===== src/rtl/dd_queue_ctx_pipe_pkg.sv =====
// Shared DD widths and thresholds, plus the per-flow context record.
// Imported by the queue-context pipeline and its helpers.
package dd_queue_ctx_pipe_pkg;

    localparam int FLOW_ID_W              = 4;
    localparam int PKT_QUEUE_IND_W        = 8;
    localparam int FLAG_W                 = 1;
    localparam int PKT_QUEUE_START_THRESH = 4;
    localparam int PKT_QUEUE_STOP_THRESH  = 8;

    typedef logic [PKT_QUEUE_IND_W-1:0] qsize_t;
    typedef logic [FLAG_W-1:0]          flag_t;

    typedef struct packed {
        qsize_t size;
        flag_t  bp;
    } flow_ctx_t;

    typedef enum logic {
        EVT_DEQ = 1'b0,
        EVT_ENQ = 1'b1
    } evt_kind_t;

    function automatic logic is_full(input qsize_t s);
        return &s;
    endfunction

endpackage


===== src/rtl/dd_act_fifo.sv =====
// First-word-fall-through activation FIFO with occupancy count.
// A push while full is dropped unless a pop frees the slot in the same cycle.
module dd_act_fifo #(
    parameter int WIDTH = 4,
    parameter int DEPTH = 4
) (
    input  logic                     clk,
    input  logic                     rst_n,
    input  logic                     push,
    input  logic [WIDTH-1:0]         push_data,
    input  logic                     pop,
    output logic [WIDTH-1:0]         pop_data,
    output logic                     valid,
    output logic [$clog2(DEPTH):0]   count
);

    localparam int PTR_W = $clog2(DEPTH);

    logic [WIDTH-1:0] mem [DEPTH];
    logic [PTR_W-1:0] rd_ptr;
    logic [PTR_W-1:0] wr_ptr;
    logic             full;
    logic             do_push;
    logic             do_pop;

    assign valid    = count != '0;
    assign full     = count == (PTR_W+1)'(DEPTH);
    assign do_pop   = pop & valid;
    assign do_push  = push & (~full | do_pop);
    assign pop_data = mem[rd_ptr];

    always_ff @(posedge clk) begin
        if (!rst_n) begin
            rd_ptr <= '0;
            wr_ptr <= '0;
            count  <= '0;
        end else begin
            if (do_push) wr_ptr <= wr_ptr + PTR_W'(1);
            if (do_pop)  rd_ptr <= rd_ptr + PTR_W'(1);
            if (do_push && !do_pop)      count <= count + (PTR_W+1)'(1);
            else if (do_pop && !do_push) count <= count - (PTR_W+1)'(1);
        end
    end

    // storage carries no reset; validity is tracked by count alone
    always_ff @(posedge clk) begin
        if (do_push) mem[wr_ptr] <= push_data;
    end

endmodule


===== src/rtl/dd_dequeue_prop.sv =====
// Dequeue event processor: decrements occupancy and releases back-pressure
// once the queue drains below the restart threshold.
module dd_dequeue_prop
    import dd_queue_ctx_pipe_pkg::*;
(
    input  logic [PKT_QUEUE_IND_W-1:0] size,
    input  logic [FLAG_W-1:0]          bp,
    output logic [PKT_QUEUE_IND_W-1:0] size_new,
    output logic [FLAG_W-1:0]          bp_new,
    output logic                       activated
);

    logic below_start;

    assign size_new    = size - PKT_QUEUE_IND_W'(1);
    assign below_start = size_new < PKT_QUEUE_IND_W'(PKT_QUEUE_START_THRESH);
    assign bp_new      = bp & ~{FLAG_W{below_start}};
    assign activated   = (|bp) & below_start;

endmodule


===== src/rtl/dd_queue_ctx_pipe.sv =====
// Two-stage per-flow queue context pipeline: S1 reads the context, S2 updates
// and writes it back, pushing released flows to the scheduler FIFO.
module dd_queue_ctx_pipe
    import dd_queue_ctx_pipe_pkg::*;
#(
    parameter int FLOW_NUM       = 16,
    parameter int ACT_FIFO_DEPTH = 4,
    parameter int STOP_THRESH    = PKT_QUEUE_STOP_THRESH
) (
    input  logic                       clk,
    input  logic                       rst_n,
    input  logic                       evt_valid,
    input  logic                       evt_is_enq,
    input  logic [FLOW_ID_W-1:0]       evt_fid,
    output logic                       evt_ready,
    output logic                       act_valid,
    output logic [FLOW_ID_W-1:0]       act_fid,
    input  logic                       act_ready,
    output logic                       underflow_err,
    output logic                       overflow_err,
    input  logic [FLOW_ID_W-1:0]       obs_fid,
    output logic [PKT_QUEUE_IND_W-1:0] obs_size,
    output logic [FLAG_W-1:0]          obs_bp
);

    localparam int     CNT_W  = $clog2(ACT_FIFO_DEPTH) + 1;
    localparam qsize_t STOP_Q = qsize_t'(STOP_THRESH);

    flow_ctx_t ctx_q [FLOW_NUM];

    logic                 evt_accept;
    logic                 s1_valid;
    evt_kind_t            s1_kind;
    logic [FLOW_ID_W-1:0] s1_fid;
    flow_ctx_t            s1_ctx;
    logic                 s2_valid;
    evt_kind_t            s2_kind;
    logic [FLOW_ID_W-1:0] s2_fid;
    flow_ctx_t            s2_ctx;

    flow_ctx_t            s2_ctx_new;
    logic                 s2_push;
    logic                 s2_uf;
    logic                 s2_of;
    qsize_t               enq_size;
    qsize_t               deq_size;
    flag_t                deq_bp;
    logic                 deq_act;

    logic [CNT_W-1:0]     fifo_count;
    logic [CNT_W:0]       occupancy;
    logic                 fwd_to_s1;
    logic                 fwd_to_s2;

    // every in-flight event reserves a FIFO slot, so a push can never be dropped
    assign occupancy  = {1'b0, fifo_count} + (CNT_W+1)'(s1_valid) + (CNT_W+1)'(s2_valid);
    assign evt_ready  = occupancy < (CNT_W+1)'(ACT_FIFO_DEPTH);
    assign evt_accept = evt_valid & evt_ready;

    assign fwd_to_s1 = s2_valid && (s2_fid == evt_fid);
    assign fwd_to_s2 = s2_valid && (s2_fid == s1_fid);

    dd_dequeue_prop u_dequeue_prop (
        .size      (s2_ctx.size),
        .bp        (s2_ctx.bp),
        .size_new  (deq_size),
        .bp_new    (deq_bp),
        .activated (deq_act)
    );

    assign enq_size = s2_ctx.size + qsize_t'(1);

    always_comb begin
        s2_ctx_new = s2_ctx;
        s2_push    = 1'b0;
        s2_uf      = 1'b0;
        s2_of      = 1'b0;
        if (s2_valid) begin
            if (s2_kind == EVT_ENQ) begin
                if (is_full(s2_ctx.size)) begin
                    s2_of = 1'b1;
                end else begin
                    s2_ctx_new.size = enq_size;
                    s2_ctx_new.bp   = s2_ctx.bp | {FLAG_W{enq_size >= STOP_Q}};
                end
            end else if (s2_ctx.size == '0) begin
                s2_uf = 1'b1;
            end else begin
                s2_ctx_new.size = deq_size;
                s2_ctx_new.bp   = deq_bp;
                s2_push         = deq_act;
            end
        end
    end

    always_ff @(posedge clk) begin
        if (!rst_n) begin
            for (int i = 0; i < FLOW_NUM; i++) ctx_q[i] <= '0;
        end else if (s2_valid) begin
            ctx_q[s2_fid] <= s2_ctx_new;
        end
    end

    always_ff @(posedge clk) begin
        if (!rst_n) begin
            s1_valid      <= 1'b0;
            s2_valid      <= 1'b0;
            underflow_err <= 1'b0;
            overflow_err  <= 1'b0;
        end else begin
            s1_valid      <= evt_accept;
            s2_valid      <= s1_valid;
            underflow_err <= s2_uf;
            overflow_err  <= s2_of;
        end
    end

    // both stages pick up the S2 result for the same flow so back-to-back events serialize
    always_ff @(posedge clk) begin
        if (evt_accept) begin
            s1_kind <= evt_kind_t'(evt_is_enq);
            s1_fid  <= evt_fid;
            s1_ctx  <= fwd_to_s1 ? s2_ctx_new : ctx_q[evt_fid];
        end
        if (s1_valid) begin
            s2_kind <= s1_kind;
            s2_fid  <= s1_fid;
            s2_ctx  <= fwd_to_s2 ? s2_ctx_new : s1_ctx;
        end
    end

    dd_act_fifo #(
        .WIDTH (FLOW_ID_W),
        .DEPTH (ACT_FIFO_DEPTH)
    ) u_act_fifo (
        .clk       (clk),
        .rst_n     (rst_n),
        .push      (s2_push),
        .push_data (s2_fid),
        .pop       (act_ready),
        .pop_data  (act_fid),
        .valid     (act_valid),
        .count     (fifo_count)
    );

    assign obs_size = ctx_q[obs_fid].size;
    assign obs_bp   = ctx_q[obs_fid].bp;

endmodule


===== config.mk =====
export PLATFORM = sky130hd
export DESIGN_NAME = dd_queue_ctx_pipe
export DESIGN_NICKNAME = d
export VERILOG_FILES = /design/src/rtl/dd_queue_ctx_pipe_pkg.sv /design/src/rtl/dd_act_fifo.sv /design/src/rtl/dd_dequeue_prop.sv /design/src/rtl/dd_queue_ctx_pipe.sv
export SDC_FILE = /design/constraint.sdc
export NUM_CORES = 1
export LEC_CHECK = 0
export CORE_AREA = 4 4 128 130
export CTS_BUF_LIST = sky130_fd_sc_hd__clkbuf_2 sky130_fd_sc_hd__clkbuf_4 sky130_fd_sc_hd__clkbuf_8
export DETAILED_ROUTE_END_ITERATION = 7
export DIE_AREA = 0 0 132 134
export GPL_TIMING_DRIVEN = 0
export PLACE_DENSITY_LB_ADDON = 0.3
export SLEW_MARGIN = 20
export SYNTH_ARGS = -nofsm -noshare
export SYNTH_HDL_FRONTEND = slang
export SYNTH_SLANG_ARGS = --single-unit

===== constraint.sdc =====
create_clock -name clk -period 5.25 [get_ports clk]
set_clock_uncertainty 0.1 [all_clocks]
set_input_delay 0.525 -clock clk [delete_from_list [all_inputs] [get_ports clk]]
set_output_delay 0.525 -clock clk [all_outputs]
set_load 0.005 [all_outputs]

==> Word level (Yosys, flattened, before mapping) <==
Memory sizes are Yosys's and may differ from the RTL's. A register that Yosys moved wholly into a read port is not among the register bits.
Index checks and enable logic that the tools add are counted.
{ "totals": {"regBits": 39, "mem_bits_rw": 160, "output_inout_bits": 17, "mem_count": 2} }
{ "memory_table": {"columns": ["memory", "depth", "word_bits", "read_ports", "rd_ports_with_merged_regs", "write_ports", "line", "rtl"], "rows": [
  ["ctx_q", 16, 9, 2, 0, 16, "dd_queue_ctx_pipe.sv:29", "flow_ctx_t ctx_q [FLOW_NUM];"],
  ["u_act_fifo.mem", 4, 4, 1, 1, 1, "dd_act_fifo.sv:19", "logic [WIDTH-1:0] mem [DEPTH];"]
]} }
{ "classes": {"add_sub_neg": 8, "n_lt_le_gt_ge": 3, "eq_ne": 3, "n_mux": 24, "bitwise": 11, "reduce_logical": 13} }
{ "op_table": {"columns": ["op", "count"], "rows": [
  ["$mux 9", 7],
  ["$mux 1", 12],
  ["$reduce_or 9->1", 1],
  ["$add 8x1->8 const B", 1],
  ["$eq 4x4->1", 2],
  ["$ge 8x4->1 const B", 1],
  ["$logic_not 8->1", 1],
  ["$lt 8x3->1 const B", 1],
  ["$reduce_and 8->1", 1],
  ["$sub 8x1->8 const B", 1],
  ["$mux 3", 2],
  ["$and 1x1->1", 5],
  ["$add 2x1->2 const B", 2],
  ["$add 3x1->4", 1],
  ["$add 4x1->4", 1],
  ["$logic_and 1x1->1", 4],
  ["$lt 4x3->1 const B", 1],
  ["$mux 2", 2],
  ["$mux 4", 1],
  ["$not 1->1", 4],
  ["$add 3x1->3 const B", 1],
  ["$eq 3x3->1 const B", 1],
  ["$reduce_and 3->1", 1],
  ["$reduce_bool 3->1", 1],
  ["other kinds (5)", 7]
]} }

==> Longest topological paths before layout <==
Gate-level depths: netlist of run 1.
{ "depth": {"depth_word": 11, "mapped_depth": 13, "depth_no_buf": 12} }

==> Modules after synthesis <==
Synthesis of run 1 repeated with hierarchy kept, for this count alone.
{ "unflattened": {"cells_unflattened": 751, "hier_area_um2": 10498.8} }
{ "modules_own_cells": {"columns": ["module", "instances", "cells_each", "area_each_um2", "seq_area_each_um2"], "rows": [
  ["dd_queue_ctx_pipe", 1, 652, 9226.3, 5245.0],
  ["dd_act_fifo", 1, 68, 1059.8, 660.6],
  ["dd_dequeue_prop", 1, 31, 212.7, 0.0]
]} }

==> Worst setup path before layout of run 1 <==
OpenSTA, ideal clock, no wires.
{ "synth_path": {"path_type": "register -> register", "start": "register s2_ctx[1] (netlist bit)", "end": "register u_act_fifo.count[2]", "setup_ps": 76, "arrival_ps": 3245, "setup_slack_ps": 1829, "path_stages_with_launch": 14, "path_buffers": 1, "synth_period_minus_slack_ps": 3421, "path_cell_list": "edfxtp_1 -> clkbuf_1 -> inv_1 -> ha_1 -> or3b_1 -> nor4b_2 -> o211ai_1 -> nor3_2 -> ha_1 -> inv_1 -> fa_1 -> xor2_1 -> or3_1 -> a21boi_0"} }
{ "synth_between": {"elab_chain_cells": 10, "elab_cells_between_ends": 13, "cone_classes": "1 x add/sub; 1 x order compare; 4 x mux; 2 x bitwise; 5 x reduce/logical"} }
{ "synth_lines": {"columns": ["item", "line", "rtl"], "rows": [
  ["start: declaration", "dd_queue_ctx_pipe.sv:39", "flow_ctx_t s2_ctx;"],
  ["start signal: assignment", "dd_queue_ctx_pipe.sv:128", "s2_ctx <= fwd_to_s2 ? s2_ctx_new : s1_ctx;"],
  ["$sub 8x1->8", "dd_dequeue_prop.sv:15", "assign size_new = size - PKT_QUEUE_IND_W'(1);"],
  ["$lt 8x3->1", "dd_dequeue_prop.sv:16", "assign below_start = size_new < PKT_QUEUE_IND_W'(PKT_QUEUE_START_THRESH);"],
  ["$and 1x1->1", "dd_dequeue_prop.sv:18", "assign activated = (|bp) & below_start;"],
  ["$mux 1 *", "dd_queue_ctx_pipe.sv:86", "end else if (s2_ctx.size == '0) begin"],
  ["$mux 1 *", "dd_queue_ctx_pipe.sv:79", "if (s2_kind == EVT_ENQ) begin"],
  ["$mux 1 *", "dd_queue_ctx_pipe.sv:78", "if (s2_valid) begin"],
  ["$and 1x1->1 *", "dd_act_fifo.sv:29", "assign do_push = push & (~full | do_pop);"],
  ["net u_act_fifo.do_push", "dd_act_fifo.sv:23", "logic do_push;"],
  ["$logic_not 1->1", "dd_act_fifo.sv:41", "else if (do_pop && !do_push) count <= count - (PTR_W+1)'(1);"],
  ["$logic_and 1x1->1", "dd_act_fifo.sv:41", null],
  ["$reduce_bool 2->1 (no source line)", null, null],
  ["end signal: assignment", "dd_act_fifo.sv:40", "if (do_push && !do_pop) count <= count + (PTR_W+1)'(1);"],
  ["end signal: assignment", "dd_act_fifo.sv:41", null],
  ["end: declaration", "dd_act_fifo.sv:14", "output logic [$clog2(DEPTH):0] count"]
]} }
The timed path passes the listed nets; every way through them passes the cells marked *.
A chain may end at the register's enable or synchronous reset.

==> Worst setup path in the final report of run 1 <==
Same ends and word-level chain as after synthesis.

==> results.md, run 1 <==
Run status:
- The run finished with clean final reports.

Worst setup path:
- For the worst setup path, the data required time is 5.65 ns.
- The critical path class is reg -> reg.
- The launch instance of the worst register-to-register path is s2_ctx[1]$_DFFE_PP_.
- The number of buffers and inverters on the critical path is 3.
- The worst-case reg-to-reg path depth is 13.
- The launching element type of the critical path is a flop.
- For this run, the slowest stage of the critical path takes 0.56 ns.
- The worst setup slack for register-to-register paths is 1.11 ns.
- STA classifies the critical path endpoint as a flop.
- At the worst endpoint, the arrival time is 4.54 ns.
- The kind of cell with the highest combined delay along the critical path is simple AND/OR/NAND/NOR gates.
- The highest fanout seen on the critical path is 9.
- The instance count on the critical path is 13.
- Among all stages on the critical path, the largest delay is contributed by nor3_2.
- Traced cell by cell, the critical path runs through clkbuf_1 > inv_1 > ha_1 > or3b_1 > o21ai_2 > or3_1 > nor3_2 > ha_1 > inv_1 > fa_1 > xor2_1 > or3_1 > a21boi_0.
- The worst register-to-register path ends at u_act_fifo.count[2]$_SDFFE_PN0P_.

Timing:
- Setup repair after global routing left no endpoint under its margin.
- At the pin with the least slew margin, the transition time is 0.990 ns.
- The routed design could run at a clock period as short as 4.14 ns.
- Setup violations remaining at the end of the flow were counted as 0.
- Dividing the final minimum period by the clock period gives 0.789.
- The final hold violation count was 0.
- The number of max-slew violations in the final report is 0.
- The worst max-slew margin expressed relative to the limit is 0.340.
- The maximum operating frequency is 241 MHz.
- Summed over all failing endpoints, the final setup total negative slack is 0 ns.

Synth:
- The netlist uses 65 different library cells.
- The post-synthesis instance total is 737.
- The post-synthesis sequential area ratio is 0.571.
- The most frequently used flop master after synthesis is edfxtp_1.
- The synthesized netlist net count is 760.
- Synthesis inferred 201 register bits.
- The number of synthesized flops with an enable pin is 188.
- The share of async-settable or async-resettable flops after synthesis is 0.
- After synthesis, the mean cell area works out to 14.0 um2.
- The number of warnings reported in the yosys synthesis log is 0.
- The cell area after synthesis is 0.0103 mm2.

Global routing:
- The total global-route track usage is 0.313.
- The leftover overflow at the end of global routing is 0.
- The via count of the first global-routing pass is 7161.
- The initial antenna violation count came to 0.
- The first global-routing pass estimated 41600 um of wire.
- The largest net degree at the start of global routing is 17.

Routing:
- The number of iterations in the first detailed-routing pass is 6.
- The via count is 7061.
- The remaining antenna violation count after routing is 0.
- The detailed-route wire length per cell is 27.0 um.
- In the routed layout, each cell is associated on average with a via count of 7.05.
- After detailed routing, the number of remaining DRC violations is 0.
- The DRC marker count from the first detailed-route iteration is 955.
- The routed wire length is 27000 um.

Placed design:
- In this run the tool buffered the top-level ports with 25 buffer cells.
- After detailed placement, the design holds a cell count of 950.
- The final weighted congestion in routability-driven placement is 0.901.
- The half-perimeter wire length of the detailed placement result is 19100 um.

Worst hold path:
- The min-delay analysis places its worst path in the category reg -> reg.
- The worst hold path startpoint is s1_kind$_DFFE_PP_.
- The hold path endpoint is s2_kind$_DFFE_PP_.
- The number of cells on the worst hold path is 0.

Floorplan:
- The placeable core area is 0.0151 mm2.
- The row count is 45.
- The die area is 0.0177 mm2.
- The number of primary I/O pins is 30.
- The initial core utilization is 0.683.
- The chip width is 132 um.
- The die boundary height is 134 um.

Pwr:
- The analysis attributes to net switching a power of 1.08 mW.
- The share of total power dissipated in combinational logic is 0.175.
- VDD sags by at most 0.285 mV.
- Of the total power, the share spent switching nets is 0.273.
- The areal power density over the cells is 344 mW/mm2.
- The static leakage is 4.11 nW.
- The fraction of power consumed by sequential logic is 0.495.
- The design internal power is 2.87 mW.
- The relative contribution of the clock network to total power is 0.330.

Layout:
- The repair_antennas step left the layout with diodes totalling 0.
- In the layout the commonest cells are edfxtp_1, nor2_1, mux4_2.
- The fraction of the core area covered by cells at the end of the flow is 0.756.
- In the final layout, the multi-input gates occupy 0.00415 mm2.
- The sequential cells in the finished layout cover a total of 0.00591 mm2.
- The share of layout cells above drive strength 1 is 0.230.
- The count of fill cells added during filler insertion is 931.
- The final layout net count is 818.
- The post-route non-filler standard cell count is 1001.
- The library cell used most frequently in the layout, excluding fill and tap cells, is edfxtp_1.
- Relative to the synthesized area, the layout overhead comes to 10.6%.

Clock tree:
- The CTS tree is yes.
- Counting along the longest clock path gives a buffer depth of 3.
- Clock tree synthesis inserted a total of 31 buffers.
- Post-CTS timing repair inserted 0 buffers for setup.
- The clock transition at the registers of the reported paths is 0.06 ns.
- CTS built an H-tree with a depth of 1.
- The clock root buffer master is clkbuf_8.
- Clock tree synthesis found a total of 201 sinks.
- Post-CTS repair changed the size of 0 cells.
- The count of hold-fix buffers inserted at cts is 0.
- Clock latency on the worst-skew pair, taken at its later pin, is 0.57 ns.

Flow run:
- The tool flagged a number of max-cap violations equal to 0.
-- how the worst max path moves through the flow --
| stage | startpoint | slack [ns] | end |
|---|---|---|---|
| final | s2_ctx[1]$_DFFE_PP_ | 1.11 | u_act_fifo.count[2]$_SDFFE_PN0P_ |
| after global routing | s2_ctx[1]$_DFFE_PP_ | 0.91 | u_act_fifo.count[2]$_SDFFE_PN0P_ |
| after CTS | s2_ctx[1]$_DFFE_PP_ | 1.14 | u_act_fifo.count[2]$_SDFFE_PN0P_ |
| after detailed placement | s2_ctx[1]$_DFFE_PP_ | 1.17 | u_act_fifo.count[2]$_SDFFE_PN0P_ |
| after global placement | s2_ctx[1]$_DFFE_PP_ | 1.27 | u_act_fifo.count[2]$_SDFFE_PN0P_ |
| after floorplan | s2_ctx[1]$_DFFE_PP_ | 1.83 | u_act_fifo.count[2]$_SDFFE_PN0P_ |
-- worst reg2reg max path, stage by stage, from the launching register on --
cell and delay, ns:
edfxtp_1 0.42, clkbuf_1 0.34, inv_1 0.18, ha_1 0.28, or3b_1 0.27, o21ai_2 0.13, or3_1 0.39, nor3_2 0.56
ha_1 0.31, inv_1 0.06, fa_1 0.39, xor2_1 0.18, or3_1 0.30, a21boi_0 0.16
-- sequential cells by signal, summed over array words and instances, names as in the netlist, named ones only --
register / count
s1_ctx: 9
s2_valid: 1
s1_fid: 4
s2_kind: 1
s1_kind: 1
s2_ctx: 9
u_act_fifo.count: 3
underflow_err: 1
s1_valid: 1
overflow_err: 1
ctx_q: 144
u_act_fifo.rd_ptr: 2
s2_fid: 4
u_act_fifo.mem: 16
u_act_fifo.wr_ptr: 2
-- power by group through the flow --
stage	Combinational (mW)	Clock, mW	Sequential (mW)
CTS	0.682	1.30	1.95
detailed placement	0.677	0	1.98
global placement	0.661	0	1.97
finish	0.690	1.30	1.95
global route	0.738	1.37	1.96
floorplan	0.459	0	1.95
-- per-layer routing --
layer,wire length (um),vias to the layer above,track usage
li1,-,2918,-
met1,9310,3466,0.422
met2,12700,550,0.495
met3,3660,127,0.0848
met4,1340,0,0.127
met5,0,-,0
-- cell type report --
class | count | share of cell area
Sequential cell | 201 | 0.516
Inverter | 11 | 0.00361
Multi-Input combinational cell | 469 | 0.362
Clock inverter | 9 | 0.00601
Clock buffer | 42 | 0.0472
Buffer | 56 | 0.0224
Timing Repair Buffer | 25 | 0.0219
Tap cell | 188 | 0.0206
-- metrics by stage --
stage | area, um2 | hold WS (ns) | setup slack [ns] | power [mW]
2_1_floorplan | 10300 | 0.300 | 1.83 | 2.41
3_3_place_gp | 10800 | 0.318 | 1.27 | 2.63
3_5_place_dp | 10800 | 0.319 | 1.17 | 2.66
4_1_cts | 11400 | 0.333 | 1.14 | 3.93
5_1_grt | 11400 | 0.350 | 0.907 | 4.07
6_report | 11400 | 0.325 | 1.11 | 3.94
-- cells by family (layout without fill, tap and decap cells) --
logic type	after synthesis	in the layout	synth area share
AOI/OAI and AO/OA	57	57	0.0423
xor gates and xnor gates	14	14	0.0126
adders and majority gates	10	10	0.0128
buffers and inverters	67	143	0.0288
DFF	201	201	0.571
muxes	104	104	0.209
and+or+nand+nor	284	284	0.124
-- synth_stat cells, types with 5 or more instances --
| cell type | count | area, um2 |
|---|---|---|
| mux4_2 | 89 | 2000 |
| ha_1 | 9 | 113 |
| clkbuf_1 | 31 | 116 |
| nor3b_1 | 5 | 37.5 |
| xnor2_1 | 5 | 43.8 |
| xor2_1 | 8 | 70.1 |
| nand2_1 | 56 | 210 |
| nor2b_1 | 5 | 31.3 |
| edfxtp_1 | 188 | 5650 |
| buf_2 | 16 | 80.1 |
| a22oi_1 | 6 | 45.0 |
| a21o_1 | 5 | 37.5 |
| nand3_1 | 13 | 65.1 |
| or3_1 | 5 | 31.3 |
| nor2_2 | 10 | 62.6 |
| nor2_1 | 150 | 563 |
| dfxtp_1 | 13 | 260 |
| o21ai_0 | 10 | 50.1 |
| nor3_1 | 7 | 35.0 |
| and2_1 | 11 | 68.8 |
| inv_1 | 11 | 41.3 |
| mux2i_1 | 12 | 120 |
| a21oi_1 | 10 | 50.1 |
No activity file was read; power rests on OpenSTA's default activity.
==> inputs of run 2 (changes only) <==
Settings changed: CORE_AREA 4 4 128 130 to 4 4 139 141, DIE_AREA 0 0 132 134 to 0 0 143 145.
Clock period 5.25 ns to 3.6 ns, I/O delays scaled along.
==> run 2 against run 1 <==
  * Design area grew 1.5%
  * Fmax grew 19%
  * Sequential share of layout area shrank 0.74 points
  * Flip-flop and latch count is the same
  * Utilization shrank 11 points
  * Count of clock-buffer cells in the layout grew 6
  * Sequential power grew 46%
==> results.md, run 2 (synthesis gave the netlist of run 1 again) <==
Worst setup path:
- The critical path class is reg -> reg.
- Along the worst path, the maximum fanout reaches 10.
- In this run the critical register-to-register path is launched from s2_valid$_SDFF_PN0_.
- The launching element type of the critical path is a flop.
- The worst-case reg-to-reg path depth is 6.
- The delay of the slowest critical-path stage is 0.60 ns.
- The largest individual stage delay along the critical path comes from the cell nand3_1.
- The endpoint class of the critical path is a flop.
- Data on the critical path arrives at its endpoint at 3.54 ns.
- The worst register-to-register path ends at ctx_q[11][4]$_SDFFCE_PN0P_.
- The required time at the endpoint of the critical path is 3.66 ns.
- The worst setup slack for register-to-register paths is 0.12 ns.
- The signal on the critical path passes through buf_2 > clkbuf_1 > nand2_1 > nor3b_1 > nand3_1 > nand2_2.

Clock tree:
- The insertion delay of the later-clocked pin in the worst-skew pair is 0.52 ns.
- In this run, CTS created clock tree buffers numbering 34.
- The H-tree was split into 2 levels.
- For this design, the sink count on the clock tree is 201.
- The clock transition at the registers of the reported paths is 0.07 ns.
- The longest clock path from root to sink contains 3 buffers.
- TritonCTS built the clock tree.
- Buffers inserted to repair hold after CTS numbered 0.
- In this run the clock root is driven by a clkbuf_8.

Floorplan:
- The die boundary height is 145 um.
- The initial utilization of the core area, before any placement, comes to 0.576.
- The total area inside the core boundary comes to 0.0180 mm2.
- The die area is 0.0207 mm2.
- The row count is 49.
- The chip width is 143 um.
- In this run the count of I/O pins placed on the die edge is 30.

Layout:
- The number of flip-flops in the largest register is 144.
- The count of fill cells added during filler insertion is 1306.
- The final layout net count is 822.
- The number of antenna diodes in the final layout is 0.
- The most common library cell in the layout ignoring fill and taps is edfxtp_1.
- The synthesis-to-layout area growth is 12.2%.
- The post-route non-filler standard cell count is 1051.
- The share of layout cells above drive strength 1 is 0.247.
- In the layout the commonest cells are edfxtp_1, nor2_1, mux4_2.
- The top register by number of flip-flops is ctx_q.
- The largest registers in the layout are ctx_q x144, u_act_fifo.mem x16.

Timing:
- Setup violations remaining at the end of the flow were counted as 0.
- In the finished design, the share of the clock period the worst path needs comes to 0.967.
- At the pin with the least slew margin, the transition time is 1.05 ns.
- Across all hold checks on the routed design, the worst slack comes to 0.304 ns.
- The final hold violation count is 0.
- The worst path in the final design needs a cycle of 3.48 ns, including I/O delays and setup.
- The maximum operating frequency is 287 MHz.
- The final sum of negative setup slack is 0 ns.
- Headroom to the max-slew limit came out at 0.302.
- The number of max-slew violations in the final report was 0.

Pwr:
- The areal power density over the cells is 506 mW/mm2.
- IR analysis of the VDD net gives a maximum drop of 0.359 mV.
- The static leakage is 4.17 nW.

Global routing:
- The leftover overflow at the end of global routing is 0.
- The total global-route track usage is 0.266.
- Entering global routing, the biggest net connects 17 pins.
- The initial antenna violation count is 0.
- The wire length of the first global-routing pass is 41400 um.
- The via count of the first global-routing pass is 7099.

Routing:
- The number of remaining DRC errors is 0.
- The via count is 6999.
- The routed wire length is 27200 um.
- The remaining antenna violation count after routing is 0.
- After detailed routing, the number of vias per cell comes to 6.66.
- The pre-antenna-repair detailed-routing pass consisted of 7 iterations.
- The DRC marker count from the first detailed-route iteration is 1083.
- After detailed routing, the average wire length per cell comes to 25.9 um.

Placed design:
- Including well taps, the total number of placed cells is 991.
- The final weighted congestion in routability-driven placement is 0.929.
- The count of buffers added on input and output ports is 25.
- The half-perimeter wire length of the detailed placement result is 19200 um.

Worst hold path:
- In this run the worst hold path is classified as in -> reg.
- Along the worst hold path, the cell count comes to 1.
- The hold path endpoint is s1_kind$_DFFE_PP_.
- The worst hold path startpoint is evt_is_enq.

Flow run:
- The number of maximum-capacitance constraint violations is 0.

Run status:
- The run finished with clean final reports.
[run 2: cell count changes in the layout (fill, tap and decap cells not counted), moves of 2 or more]
cell,change
clkinv_1,+4
clkbuf_8,+2
clkinv_2,-2
ha_2,+2
nand2_2,+3
ha_1,-2
or3b_4,+2
buf_4,+2
or3b_1,-2
clkbuf_1,-2
clkbuf_4,+5
nand2_1,-3
[run 2: per-stage QoR]
stage	total power, mW	setup WS (ns)	utilization	area [um2]
finish	5.88	0.118	0.646	11600
global route	6.10	-0.0399	0.646	11600
global placement	3.83	-0.286	0.606	10900
detailed placement	3.86	-0.345	0.606	10900
CTS	5.88	0.00141	0.644	11600
floorplan	3.51	0.179	-	10300
[run 2: area by class of cell]
class	instances	area, um2	area share
Clock buffer	48	598	0.0515
Clock inverter	11	73.8	0.00636
Tap cell	229	287	0.0247
Buffer	55	256	0.0221
Multi-Input combinational cell	469	4180	0.360
Sequential cell	201	5910	0.509
Inverter	11	41.3	0.00356
Timing Repair Buffer	27	265	0.0228
[run 2: timing repair]
item / 4_1_cts / 5_1_grt
resized for setup: 3 / 12
hold endpoints to repair: 0 / 0
pin swaps: 1 / 3
endpoints found under the setup margin: 2 / 63
buffers inserted: 1 / 1
[run 2: power breakdown]
group	total [mW]	switching (mW)	leakage (nW)	internal [mW]
registers	2.84	0.110	2.01	2.73
logic	1.00	0.580	1.81	0.422
clock network	2.04	0.897	0.352	1.14
total	5.88	1.59	4.17	4.29
[run 2: worst max-delay path by stage]
stage / start / endpoint / slack [ns] / cells past startpoint
floorplan: s2_ctx[1]$_DFFE_PP_ / u_act_fifo.count[2]$_SDFFE_PN0P_ / 0.18 / 13
global placement: s2_ctx[1]$_DFFE_PP_ / u_act_fifo.count[2]$_SDFFE_PN0P_ / -0.29 / 13
detailed placement: s2_ctx[1]$_DFFE_PP_ / u_act_fifo.count[2]$_SDFFE_PN0P_ / -0.35 / 13
CTS: s2_ctx[1]$_DFFE_PP_ / u_act_fifo.count[2]$_SDFFE_PN0P_ / 0.001 / 13
global route: s2_ctx[2]$_DFFE_PP_ / u_act_fifo.count[2]$_SDFFE_PN0P_ / -0.04 / 13
finish: s2_valid$_SDFF_PN0_ / ctx_q[11][4]$_SDFFCE_PN0P_ / 0.12 / 6
[run 2: routing by layer]
layer,part of all wire,wire [um],global-route usage,vias up
met5,0,0,0,-
met4,0.038,1020,0.0932,0
met3,0.11,3030,0.0536,94
met2,0.48,13100,0.423,512
met1,0.37,10000,0.372,3456
li1,-,-,-,2937
[run 2: critical path, delay by kind of cell, from the launching register on]
family                 cells  cell delay [ns]
buffers and inverters      2             0.68
flip-flops                 1             0.34
AND/OR/NAND/NOR            4             2.01
==> inputs of run 3 (changes only) <==
Settings changed: CORE_AREA 4 4 139 141 to 4 4 166 168, DIE_AREA 0 0 143 145 to 0 0 170 172.
==> run 3 against run 2 <==
  * Setup slack worse by 0.040 ns
  * Sequential share of layout area is 0.69 points lower
  * Power is 1.6% higher
  * Global-route usage is 7.7 points lower
  * Combinational power hardly changed
  * Largest cell class unchanged
==> results.md, run 3 (synthesis gave the netlist of run 1 again) <==
Pwr:
- Across the VDD grid, the largest voltage drop is 0.235 mV.
- The analysis attributes to cell leakage a power of 4.19 nW.
- Power spread over the standard cell area amounts to 507 mW/mm2.
- The total power of the final layout is 5.97 mW.

Routing:
- The number of vias per cell after detailed routing is 5.80.
- The final layout contains routed wiring with a total length of 27700 um.
- The first detailed-routing pass ran for 5 iterations.
- The detailed-route wire length per cell is 23.9 um.
- Across all layers, the routed design uses 6723 vias.
- The remaining antenna violation count after routing is 0.
- In the routed design, unresolved DRC markers number 0.
- The DRC marker count from the first detailed-route iteration is 734.

Floorplan:
- The row count is 59.
- The die area is 0.0292 mm2.
- The chip width is 170 um.
- The number of primary I/O pins is 30.
- After floorplanning, the core was sized to cover 0.0259 mm2.
- The floorplan step set the die height to 172 um.
- The initial core utilization is 0.399.

Timing:
- At the pin with the least slew margin, the transition time is 1.02 ns.
- The tightest hold path in the finished design has a slack of 0.305 ns.
- In the finished design, the share of the clock period the worst path needs comes to 0.978.
- Setup violations remaining at the end of the flow were counted as 0.
- The final hold violation count was 0.
- The worst max-slew margin expressed relative to the limit is 0.320.
- The worst setup slack after layout is 0.0779 ns.
- Setup repair after global routing could not meet its margin everywhere.
- The final critical path time including I/O delays and setup is 3.52 ns.
- The number of max-slew violations in the final report is 0.
- Derived from the worst setup path, the maximum achievable clock frequency is 284 MHz.

Worst setup path:
- In this run the worst path has a maximum fanout of 10.
- STA classifies the critical path startpoint as a flop.
- The launch instance of the worst register-to-register path is s2_valid$_SDFF_PN0_.
- The endpoint class of the critical path is a flop.
- The end point of the critical path is ctx_q[3][3]$_SDFFCE_PN0P_.
- The endpoint identified for the worst register-to-register timing path is ctx_q[3][3]$_SDFFCE_PN0P_.
- The critical path class is reg -> reg.
- Data on the critical path is required at its endpoint by 3.66 ns.
- The origin of the worst setup path is s2_valid$_SDFF_PN0_.
- For the worst setup path, the data arrival time is 3.58 ns.
- The worst-case reg-to-reg path depth is 6.
- The worst register-to-register path has a setup slack of 0.08 ns.

Placed design:
- OpenSTA, run right after detailed placement, puts the worst setup slack at -0.265 ns.
- The port buffer count is 25.
- The congestion estimate from routability-driven global placement came to 0.895.
- The cell area reported after detailed placement is 0.0110 mm2.
- The half-perimeter wire length of the detailed placement result is 19300 um.

Worst hold path:
- The path class of the tightest hold or removal check is reg -> reg.

Layout:
- The area of all placed cells without fillers is 0.0118 mm2.
- The top register by number of flip-flops is ctx_q.
- The final layout net count is 824.
- The number of flip-flops in the largest register is 144.
- The top cell types in the final layout, fill and taps aside, are edfxtp_1, nor2_1, mux4_2.
- The largest registers in the layout are ctx_q x144, u_act_fifo.mem x16.
- The share of layout cells above drive strength 1 is 0.254.
- The repair_antennas step left the layout with diodes totalling 0.
- Leaving out fill and tap cells, the most frequent cell in the layout is edfxtp_1.
- At the end of the flow the core is filled with cells to 0.454.
- The synthesis-to-layout area growth is 13.7%.
- The count of fill cells added during filler insertion is 2317.

Run status:
- The flow ran to the end, and the final reports show no timing, DRC or antenna violations.

Clock tree:
- The number of clock buffers inserted by TritonCTS is 37.
- The clock drives 201 sinks.
- The clock transition at the registers of the reported paths is 0.06 ns.
- The number of hold buffers added after CTS was 0.
- The clock passes through at most 3 buffers.
- The insertion delay of the later-clocked pin in the worst-skew pair is 0.51 ns.
- The tree is rooted in a clkbuf_8.
- The H-tree depth is 2.
- TritonCTS built the clock tree.

Global routing:
- Global routing finished with a remaining overflow of 0.
- The first global-routing pass estimated 41300 um of wire.
- The via count of the first global-routing pass is 6691.
- The initial antenna violation count is 0.
- Entering global routing, the biggest net connects 17 pins.
- The total global-route track usage is 0.190.

Flow run:
- The tool flagged a number of max-cap violations equal to 0.
-- run 3: timing repair --
action / CTS / global route
gates resized for setup: 3 / 13
pin swaps: 1 / 1
setup endpoints to repair: 1 / 37
buffers inserted: 1 / 0
-- run 3: worst min path at each step --
stage,end,startpoint,cells past startpoint
floorplan,s2_kind$_DFFE_PP_,s1_kind$_DFFE_PP_,0
finish,s2_kind$_DFFE_PP_,s1_kind$_DFFE_PP_,0
detailed placement,s2_kind$_DFFE_PP_,s1_kind$_DFFE_PP_,0
global route,s1_kind$_DFFE_PP_,evt_is_enq,1
global placement,s2_kind$_DFFE_PP_,s1_kind$_DFFE_PP_,0
CTS,s1_kind$_DFFE_PP_,evt_is_enq,1
-- run 3: metal layers --
metal  up-vias  GRT usage  part of all wire
met2       283      0.319              0.49
met3        43     0.0302             0.066
met1      3454      0.259              0.42
met4         0     0.0528             0.022
met5         -          0                 0
li1       2943          -                 -
-- run 3: worst max-delay path, stage by stage (launching register included) --
cell	delay, ns
dfxtp_1	0.33
buf_2	0.20
clkbuf_1	0.41
nand2_1	0.27
nor3_1	0.64
nand3_1	0.66
nand2_2	0.57
-- run 3: through the flow --
| stage | cells | TNS [ns] |
|---|---|---|
| floorplan | 737 | 0 |
| global placement | 1097 | -0.523 |
| detailed placement | 1097 | -0.665 |
| CTS | 1160 | 0 |
| global route | 1159 | -0.00160 |
| finish | 1159 | 0 |
-- run 3: layout make-up --
| class | count | area, um2 | area share |
|---|---|---|---|
| Clock buffer | 51 | 614 | 0.0522 |
| Inverter | 11 | 41.3 | 0.00351 |
| Sequential cell | 201 | 5910 | 0.502 |
| Multi-Input combinational cell | 469 | 4200 | 0.356 |
| Timing Repair Buffer | 26 | 258 | 0.0219 |
| Clock inverter | 11 | 80.1 | 0.00680 |
| Tap cell | 335 | 419 | 0.0356 |
| Buffer | 55 | 256 | 0.0218 |
-- run 3: where the power goes --
| group | internal, mW | leakage, nW | switching (mW) |
|---|---|---|---|
| combinational | 0.420 | 1.81 | 0.586 |
| sequential | 2.73 | 2.01 | 0.109 |
| clock | 1.17 | 0.377 | 0.950 |
